File: src/rtl/mc_controller.sv
// Multi-cycle MIPS-subset control unit: five-state FSM (IF/ID/EXE/MEM/WB) that
// sequences PC/IR/GPR/DM write enables and decodes datapath selects from ins.
module mc_controller (
    input  logic        clk,
    input  logic        reset,
    input  logic [31:0] ins,
    input  logic        zero,
    input  logic        ov,
    output logic        PCWr,
    output logic [1:0]  npc_sel,
    output logic        IRWr,
    output logic        RegWrite,
    output logic        MemWrite,
    output logic [1:0]  regdst,
    output logic [1:0]  MemtoReg,
    output logic [1:0]  extop,
    output logic [1:0]  aluctr,
    output logic        alusrc,
    output logic [2:0]  state
);

    typedef enum logic [2:0] {
        S_IF  = 3'd0,
        S_ID  = 3'd1,
        S_EXE = 3'd2,
        S_MEM = 3'd3,
        S_WB  = 3'd4
    } state_t;

    state_t r_state;
    state_t w_next;
    logic   r_ov_q;

    logic [5:0] w_op;
    logic [5:0] w_funct;
    logic       w_rtype;
    logic       w_addu, w_subu, w_slt, w_jr;
    logic       w_j, w_jal, w_beq, w_addi, w_addiu, w_ori, w_lw, w_sw, w_lui;
    logic       w_is_alu;
    logic       w_legal;
    logic       w_unused_fields;

    logic       w_pcwr, w_irwr, w_regwrite, w_memwrite;
    logic [1:0] w_npc_sel;
    logic       w_sel_en;

    assign w_op     = ins[31:26];
    assign w_funct  = ins[5:0];
    assign w_rtype  = (w_op == 6'b000000);

    // Register fields only steer the datapath, never the control sequence.
    assign w_unused_fields = ^ins[25:6];

    assign w_addu  = w_rtype && (w_funct == 6'b100001);
    assign w_subu  = w_rtype && (w_funct == 6'b100011);
    assign w_slt   = w_rtype && (w_funct == 6'b101010);
    assign w_jr    = w_rtype && (w_funct == 6'b001000);
    assign w_j     = (w_op == 6'b000010);
    assign w_jal   = (w_op == 6'b000011);
    assign w_beq   = (w_op == 6'b000100);
    assign w_addi  = (w_op == 6'b001000);
    assign w_addiu = (w_op == 6'b001001);
    assign w_ori   = (w_op == 6'b001101);
    assign w_lw    = (w_op == 6'b100011);
    assign w_sw    = (w_op == 6'b101011);
    assign w_lui   = (w_op == 6'b001111);

    assign w_is_alu = w_addu | w_subu | w_slt | w_ori | w_addi | w_addiu | w_lui;
    assign w_legal  = w_is_alu | w_jr | w_j | w_jal | w_beq | w_lw | w_sw;

    // ov_q is refreshed on every EXE so a stale overflow never suppresses a later lw.
    always_ff @(posedge clk or posedge reset) begin
        if (reset) begin
            r_state <= S_IF;
            r_ov_q  <= 1'b0;
        end else begin
            r_state <= w_next;
            if (r_state == S_EXE) begin
                r_ov_q <= ov & w_addi;
            end
        end
    end

    always_comb begin
        w_next     = S_IF;
        w_pcwr     = 1'b0;
        w_irwr     = 1'b0;
        w_regwrite = 1'b0;
        w_memwrite = 1'b0;
        w_npc_sel  = 2'b00;
        w_sel_en   = 1'b0;
        case (r_state)
            S_IF: begin
                w_irwr = 1'b1;
                w_pcwr = 1'b1;
                w_next = S_ID;
            end
            S_ID: begin
                w_sel_en = 1'b1;
                if (w_j) begin
                    w_pcwr    = 1'b1;
                    w_npc_sel = 2'b10;
                end else if (w_jal) begin
                    w_pcwr     = 1'b1;
                    w_npc_sel  = 2'b10;
                    w_regwrite = 1'b1;
                end else if (w_jr) begin
                    w_pcwr    = 1'b1;
                    w_npc_sel = 2'b11;
                end else if (w_legal) begin
                    w_next = S_EXE;
                end
            end
            S_EXE: begin
                w_sel_en = 1'b1;
                if (w_beq) begin
                    w_pcwr    = zero;
                    w_npc_sel = 2'b01;
                end else if (w_lw || w_sw) begin
                    w_next = S_MEM;
                end else if (w_is_alu) begin
                    w_next = S_WB;
                end
            end
            S_MEM: begin
                w_sel_en = 1'b1;
                if (w_sw) begin
                    w_memwrite = 1'b1;
                end else if (w_lw) begin
                    w_next = S_WB;
                end
            end
            S_WB: begin
                w_sel_en   = 1'b1;
                w_regwrite = ~r_ov_q;
            end
            default: w_next = S_IF;
        endcase
    end

    always_comb begin
        regdst   = 2'b00;
        MemtoReg = 2'b00;
        extop    = 2'b00;
        aluctr   = 2'b00;
        alusrc   = 1'b0;
        if (w_sel_en) begin
            if (w_addu) begin
                regdst = 2'b01;
            end else if (w_subu) begin
                regdst = 2'b01;
                aluctr = 2'b01;
            end else if (w_slt) begin
                regdst   = 2'b01;
                MemtoReg = 2'b11;
                aluctr   = 2'b01;
            end else if (w_jal) begin
                regdst   = 2'b10;
                MemtoReg = 2'b10;
            end else if (w_beq) begin
                aluctr = 2'b01;
            end else if (w_addi) begin
                extop  = 2'b01;
                aluctr = 2'b11;
                alusrc = 1'b1;
            end else if (w_addiu || w_sw) begin
                extop  = 2'b01;
                alusrc = 1'b1;
            end else if (w_ori) begin
                aluctr = 2'b10;
                alusrc = 1'b1;
            end else if (w_lw) begin
                MemtoReg = 2'b01;
                extop    = 2'b01;
                alusrc   = 1'b1;
            end else if (w_lui) begin
                extop  = 2'b10;
                aluctr = 2'b10;
                alusrc = 1'b1;
            end
        end
    end

    // Enables are gated by reset itself so they drop the instant reset rises.
    assign PCWr     = w_pcwr & ~reset;
    assign IRWr     = w_irwr & ~reset;
    assign RegWrite = w_regwrite & ~reset;
    assign MemWrite = w_memwrite & ~reset;
    assign npc_sel  = w_npc_sel;
    assign state    = r_state;

endmodule

File: config.mk
export PLATFORM = sky130hd
export DESIGN_NAME = mc_controller
export DESIGN_NICKNAME = d
export VERILOG_FILES = /design/src/rtl/mc_controller.sv
export SDC_FILE = /design/constraint.sdc
export NUM_CORES = 1
export LEC_CHECK = 0
export ABC_CLOCK_PERIOD_IN_PS = 1500
export BUFFER_PORTS_ARGS = -buffer_cell sky130_fd_sc_hd__clkbuf_2
export CAP_MARGIN = 15
export CORE_MARGIN = 2
export CORE_UTILIZATION = 36
export CTS_BUF_LIST = sky130_fd_sc_hd__clkbuf_4 sky130_fd_sc_hd__clkbuf_8
export CTS_CLUSTER_SIZE = 14
export DETAILED_ROUTE_END_ITERATION = 10
export HOLD_SLACK_MARGIN = 0.03
export PLACE_DENSITY_LB_ADDON = 0.1
export RECOVER_POWER = 25
export SYNTH_ARGS = -nofsm -noshare
export SYNTH_HDL_FRONTEND = slang
export SYNTH_SLANG_ARGS = --single-unit
File: constraint.sdc
create_clock -name clk -period 1.5 [get_ports clk]
set_input_delay 0.15 -clock clk [delete_from_list [all_inputs] [get_ports clk]]
set_output_delay 0.15 -clock clk [all_outputs]
set_load 0.005 [all_outputs]
# Yosys cells after proc, flatten, opt, wreduce, memory -nomap -nowiden

Index checks and enable logic that the tools add are counted.

Reduce and logical (&&, ||, !) cells: 9
Bitwise gates (word level): 19
Eq/ne operators: 17
Mux-type cells: 74

Operator list:

| kind                 | count |
|---|---|
| $mux W2              | 38 |
| $eq A6 B4 Y1 const B | 5 |
| $eq A6 B6 Y1 const B | 5 |
| $mux W1              | 27 |
| $mux W3              | 5 |
| $eq A6 B2 Y1 const B | 2 |
| $or A1 B1 Y1         | 12 |
| $pmux W3 S4          | 1 |
| $eq A3 B2 Y1 const B | 2 |
| $eq A6 B3 Y1 const B | 1 |
| $logic_not A6 Y1     | 1 |
| $and A1 B1 Y1        | 5 |
| $logic_and A1 B1 Y1  | 4 |
| $pmux W2 S2          | 1 |
| $reduce_or A4 Y1     | 1 |
| $eq A3 B1 Y1 const B | 1 |
| $eq A3 B3 Y1 const B | 1 |
| $logic_not A3 Y1     | 1 |
| $pmux W1 S3          | 1 |
| $logic_or A1 B1 Y1   | 2 |
| $not A1 Y1           | 2 |
| $pmux W1 S2          | 1 |

Input bits: 36
Flip-flop bits (word level): 4
Output and inout port bits: 18

# Depth between registers and ports, before layout

Gate-level depths: netlist (run 1).

Depth after elaboration: 19
Gate-level depth with buffers: 5
Gate-level depth less buffers: 4

# Least setup slack after synthesis (run 1)

Ideal clock, no wire load.

Kind: register to output
Start point: register r_state[2] (netlist: state[2])
End point: output port PCWr
Data required time: 1.350 ns
Stages on the path, launching flop included: 5
Slack: -0.020 ns
Arrival: 1.370 ns
Cells stage by stage: dfrtp_1 clkbuf_1 or3b_2 a21oi_1 o21a_1

Longest elaborated chain between the ends: 3
Elaborated cells between the ends (all ways): 5

Ends and longest elaborated chain:

| element                                    | line | source |
|---|---|---|
| start: declaration                         | 30   | `state_t r_state;` |
| start signal: assignment                   | 77   | `r_state <= w_next;` |
| $eq A3 B2 Y1, or another cell as far along | 92   | `case (r_state)` |
| $pmux W1 S3 *                              | 92   |  |
| $and A1 B1 Y1 *                            | 185  | `assign PCWr = w_pcwr & ~reset;` |
| end: declaration                           | 9    | `output logic PCWr,` |

Mark *: on every way between the ends. The rest lies on a longest branch, timed or not.

# Worst setup path in the final report (run 1)

Ends and elaborated chain as after synthesis.

==> flow_summary_export.csv, run 1 <==
group,metric,value,unit
yosys,synth_top_cells_by_area,"dfrtp_1, nand4_1, nor2_1",
pwr,seq_power_share,0.188,
yosys,synth_cell_types,41,
run,cap_violations,0,
pwr,swShare,0.403,
yosys,avgSynthCellArea,7.05,sq um
die,die_h,46.9,um
layout,layout-area-overhead-vs-synth,92.3,%
detailed_routing,drtAntennaViolNets,0,
detailed_routing,post_drt_wl_per_cell,13.6,um
yosys,synth_ff_type,"dfrtp_1",
layout,final_common_cell,"buf_4",
pwr,finalPower,0.000952,W
timing,min_period_over_period,1.10,
timing,worst_slew_pin_slew,0.309,ns
detailed_routing,vias,1010,
detailed_routing,drc,0,
status,failed_checks,"negative setup slack",
layout,postLayoutCoreUtil,0.738,
placement,place_hpwl,1.83,mm
clocking,cts-root-buf,"clkbuf_4",
pwr,p_per_area,747,mW/mm^2
detailed_routing,drt_wl_total,2.48,mm
yosys,synth_top_area_cell,"dfrtp_1",
layout,final_cell_mix,"buf_4, clkbuf_2, nand2_1, nor2_1, buf_6",
yosys,synth_edf_count,0,
worst_setup_path,arrival,1.50,ns
clocking,cts_buffer_depth,2,
global_route,antenna_found_initial,0,
pwr,max-vdd-ir-drop,0.665,mV
status,status,"finished with violations",
placement,gp_congestion,0.828,
die,ios,54,
die,core-area,0.00173,sq mm
global_route,grt.busiest_layer,"met2",
yosys,seq_area_frac_synth,0.151,
yosys,yosysTopAreaCellShare,0.151,
timing,fin_skew,0.00390,ns
layout,nNetsFinal,196,
detailed_routing,drtIter0Drc,32,
worst_setup_path,endpoint_kind,"output port",
die,start_util,0.384,
yosys,yosys_warnings,0,
timing,fin_crit,1.65,ns
yosys,syn_inst,94,
global_route,grtUsageTotal,0.247,
timing,hold_viol,0,
timing,finalSetupViolCount,13,
worst_setup_path,path_class,"flop to output port",
clocking,cts_tree,"yes",
global_route,grt_remaining_overflow,0,
worst_setup_path,critPathSlowestCell,"dfrtp_2",
placement,port_buffers,33,
worst_setup_path,max_stage_delay,0.47,ns
layout,num_antenna_cells,0,
global_route,grt_pass1_vias,877,
layout,n_fill_cell,160,
die,die_area,0.00220,sq mm
worst_hold_path,hold_path.class,"input port to flop",
timing,grt_setup_unrepaired,"yes",
worst_setup_path,crit_family,"flip-flops",
global_route,grt_max_degree,16,
yosys,synth_nets,130,
worst_setup_path,crit_chain,"or3b_4, a21oi_4, o21a_1, clkbuf_2",
die,die_x,46.9,um
clocking,path_clk_slew,0.04,ns
global_route,use_met1,0.333,
worst_setup_path,cp_max_fo,5,
clocking,clock-sinks,4,
worst_setup_path,required,1.35,ns
pwr,leakage,0.563,nW
detailed_routing,drt-vias-per-instance,5.52,
pwr,p_clk_frac,0.146,
global_route,grt_pass1_wl,3.88,mm
clocking,cts_buffers,3,
layout,layout-drive-gt1-share,0.620,
detailed_routing,firstDrtPassIters,4,
timing,slew_headroom,0.793,
timing,fmax,0.606,GHz
timing,setup_slack,-0.151,ns
timing,slew_violations,0,
die,placementRows,15,
worst_setup_path,start_kind,"flop",
worst_setup_path,critPathBufInv,1,
yosys,ys_ff_latch,4,
pwr,internal-power,0.000569,W
pwr,comb_power_share,0.667,
yosys,ys_async_sr_fraction,1.00,
yosys,synthesis.area,663,sq um
global_route,met2_usage,0.414,
clocking,htree_levels,1,
global_route,grtUsageMet3,0.0577,
timing,fin_hold_ws,0.149,ns
pwr,switching_power,0.000384,W
clocking,clkLatencyLatePin,0.24,ns
[power groups by stage]
| stage | clock network (W) | registers (W) | logic, W |
|---|---|---|---|
| 2_1_floorplan | 0 | 0.000154 | 0.000243 |
| 3_3_place_gp | 0 | 0.000162 | 0.000462 |
| 3_5_place_dp | 0 | 0.000163 | 0.000469 |
| 4_1_cts | 0.000140 | 0.000167 | 0.000563 |
| 5_1_grt | 0.000153 | 0.000183 | 0.000688 |
| 6_report | 0.000139 | 0.000179 | 0.000635 |
[final cells by class]
| class | instances | area [sq um] | area share |
|---|---|---|---|
| Inverter | 2 | 7.51 | 0.00589 |
| Multi-Input combinational cell | 81 | 652 | 0.511 |
| Tap cell | 25 | 31.3 | 0.0245 |
| Clock buffer | 3 | 22.5 | 0.0177 |
| Timing Repair Buffer | 68 | 458 | 0.359 |
| Sequential cell | 4 | 104 | 0.0815 |
[through the flow]
step	instances	worst slack (ns)	setup TNS [ns]	area (sq um)
2_1_floorplan	94	-0.00535	-0.00535	667
3_5_place_dp	177	-0.0895	-0.219	1070
4_1_cts	182	-0.113	-1.07	1180
6_report	183	-0.151	-1.09	1270
3_3_place_gp	177	-0.0918	-0.124	1070
5_1_grt	183	-0.205	-1.99	1270
[worst register-to-register path, cell delays in order (launching register included)]
cell and delay (ns):
dfrtp_2 0.47, or3b_4 0.42, a31oi_1 0.15, o211ai_1 0.10
a22oi_1 0.19
[repair_timing]
action	in CTS	in global routing
hold buffers	1	0
endpoints found under the hold margin	4	0
setup buffers	1	1
pin swaps	10	10
gates resized for setup	19	21
endpoints found under the setup margin	14	14
[cells in the mapped netlist (2+ instances only)]
cell / number
xor2_1: 2
nor4_1: 3
nand4_1: 5
a2111oi_1: 2
or3_1: 2
a21oi_1: 5
nand4b_1: 2
dfrtp_1: 4
nor2b_1: 4
nor2_1: 8
buf_2: 2
clkbuf_1: 4
nor4b_1: 2
nand2b_1: 2
a31oi_1: 2
nand3b_1: 2
nor3_1: 5
a211oi_1: 2
and3_1: 2
a21boi_0: 2
nand2_1: 7
inv_1: 2
o21ai_0: 3
nand3_1: 3
[metal layers]
metal / vias to the layer above / part of all wire / routed length (um)
met1: 467 / 0.44 / 1090
met2: 40 / 0.49 / 1210
met3: 8 / 0.051 / 126
met4: 0 / 0.021 / 53
met5: - / 0 / 0
li1: 495 / - / -
[path summary, 6_finish.rpt]
| check | cells past startpoint | endpoint | slack (ns) | startpoint |
|---|---|---|---|---|
| worst max-delay path | 4 | PCWr | -0.15 | state[2] |
| worst max register to register | 4 | state[1] | 0.08 | state[2] |
| worst min register to register | 2 | r_ov_q | 0.51 | r_ov_q |
| min in group asynchronous | 3 | state[1] | 0.42 | reset |
| worst min-delay path | 3 | r_ov_q | 0.15 | ov |
| max in group asynchronous | 3 | state[0] | 0.88 | reset |
[registers in the layout, indices dropped and copies added (netlist names)]
register and cells:
state 3, r_ov_q 1
[cell families after synthesis]
logic type | Yosys count | synth area share
AO/OA/AOI/OAI | 22 | 0.228
XOR/XNOR | 2 | 0.0264
buffers and inverters | 9 | 0.0660
flip-flops | 4 | 0.151
AND/OR/NAND/NOR | 57 | 0.528
(Power assumes the default switching activity.)
==> inputs of run 2 (changes only) <==
TNS_END_PERCENT = 30   (was default)
==> flow_summary_export.csv, run 2 (synthesis results as in run 1) <==
group,metric,value,unit
global_route,antenna_found_initial,0,
worst_setup_path,r2r-start,"state[2]",
placement,pre_cts_ws,-0.0895,ns
status,failed_checks,"negative setup slack",
layout,final_cell_mix,"buf_4, clkbuf_2, nand2_1, buf_6",
layout,num_antenna_cells,0,
run,cap_violations,0,
clocking,cts-root-buf,"clkbuf_4",
worst_setup_path,arrival,1.48,ns
pwr,p_per_area,742,mW/mm^2
layout,seq_area,104,sq um
clocking,clkLatencyLatePin,0.24,ns
timing,fin_hold_ws,0.153,ns
global_route,grt_max_degree,16,
global_route,grt_pass1_wl,3.79,mm
worst_hold_path,min_from,"ov",
clocking,path_clk_slew,0.04,ns
layout,final_common_cell,"buf_4",
timing,min_period_over_period,1.09,
die,die_x,46.9,um
worst_setup_path,critPathSlowestCell,"dfrtp_2",
detailed_routing,drc,0,
global_route,grt_remaining_overflow,0,
placement,place_area,0.00107,sq mm
worst_setup_path,endpoint_kind,"output port",
worst_setup_path,required,1.35,ns
layout,n_fill_cell,152,
die,start_util,0.384,
placement,gp_congestion,0.828,
layout,multi_input_area,638,sq um
timing,slew_violations,0,
timing,fmax,0.613,GHz
worst_setup_path,cp_max_fo,5,
pwr,leakage,0.571,nW
worst_setup_path,crit_chain,"or3b_4, a21oi_4, o21a_1, clkbuf_2",
clocking,htree_levels,1,
detailed_routing,vias,987,
layout,largest_reg_flops,3,
clocking,cts_buffers,3,
timing,slew_headroom,0.793,
detailed_routing,firstDrtPassIters,4,
timing,fin_skew,0.00529,ns
worst_setup_path,max_stage_delay,0.46,ns
placement,port_buffers,33,
worst_hold_path,hold_end,"r_ov_q",
timing,worst_slew_pin_slew,0.309,ns
worst_hold_path,worstHoldPathCells,3,
status,status,"finished with violations",
placement,place_hpwl,1.83,mm
clocking,cts_buffer_depth,2,
worst_hold_path,hold_path.class,"input port to flop",
worst_setup_path,worstReg2RegEnd,"state[1]",
global_route,grtUsageTotal,0.240,
detailed_routing,drt_wl_total,2.41,mm
pwr,max-vdd-ir-drop,0.672,mV
layout,final_area,0.00128,sq mm
worst_setup_path,start_kind,"flop",
worst_setup_path,crit_path_start,"state[2]",
timing,fin_crit,1.63,ns
layout,nNetsFinal,197,
clocking,cts_tree,"yes",
detailed_routing,post_drt_wl_per_cell,13.1,um
layout,layout-drive-gt1-share,0.597,
worst_setup_path,ff2ff_path_depth,4,
timing,grt_setup_unrepaired,"yes",
detailed_routing,drtIter0Drc,21,
timing,hold_viol,0,
layout,layout-area-overhead-vs-synth,93.6,%
timing,setup_slack,-0.131,ns
die,ios,54,
die,die_area,0.00220,sq mm
die,placementRows,15,
die,die_h,46.9,um
detailed_routing,drt-vias-per-instance,5.36,
timing,finalSetupViolCount,14,
worst_setup_path,regToRegSetupSlack,0.09,ns
layout,postLayoutCoreUtil,0.743,
global_route,grt_pass1_vias,865,
detailed_routing,drtAntennaViolNets,0,
clocking,clock-sinks,4,
die,core-area,0.00173,sq mm
worst_setup_path,path_class,"flop to output port",
==> run 2: worst max-delay path by stage <==
stage / to / slack (ns) / cells after the start
after detailed placement: npc_sel[0] / -0.09 / 6
after CTS: aluctr[0] / -0.11 / 4
final: PCWr / -0.13 / 4
after floorplan: state[1] / -0.005 / 5
after global routing: PCWr / -0.19 / 4
after global placement: npc_sel[0] / -0.09 / 6
==> run 2: final cells by class <==
| type | instances | area share |
|---|---|---|
| repair buffers | 69 | 0.374 |
| inverters | 2 | 0.00585 |
| well taps | 25 | 0.0244 |
| flip-flops and latches | 4 | 0.0809 |
| clock buffers | 3 | 0.0175 |
| multi-input cells | 81 | 0.497 |
==> run 2: through the flow <==
stage / std cells / total power (W) / TNS [ns]
floorplan: 94 / 0.000397 / -0.00535
global placement: 177 / 0.000624 / -0.124
detailed placement: 177 / 0.000633 / -0.219
CTS: 182 / 0.000864 / -1.02
global route: 184 / 0.00102 / -1.96
finish: 184 / 0.000953 / -0.910
==> run 2: power by group <==
group	internal [W]	switching [W]
combinational	0.000351	0.000284
sequential	0.000140	0.0000385
clock	0.0000899	0.0000499
==> run 2: repair_timing <==
item,CTS,global route
resized for setup,17,29
pin swaps,7,8
buffers inserted,1,2
setup endpoints to repair,14,14
hold endpoints to repair,4,0
hold buffers,1,0
==> run 2: metal layers <==
layer  global-route usage  wire [um]
met5                    0          0
met4               0.0333          8
met3               0.0577        139
met2                0.386       1210
met1                0.333       1050
==> run 2: critical path: cells and delay by family (launching register included) <==
| kind | cells | cell delay [ns] |
|---|---|---|
| AOI/OAI and AO/OA | 2 | 0.26 |
| DFF | 1 | 0.46 |
| buffers and inverters | 1 | 0.10 |
| and+or+nand+nor | 1 | 0.41 |
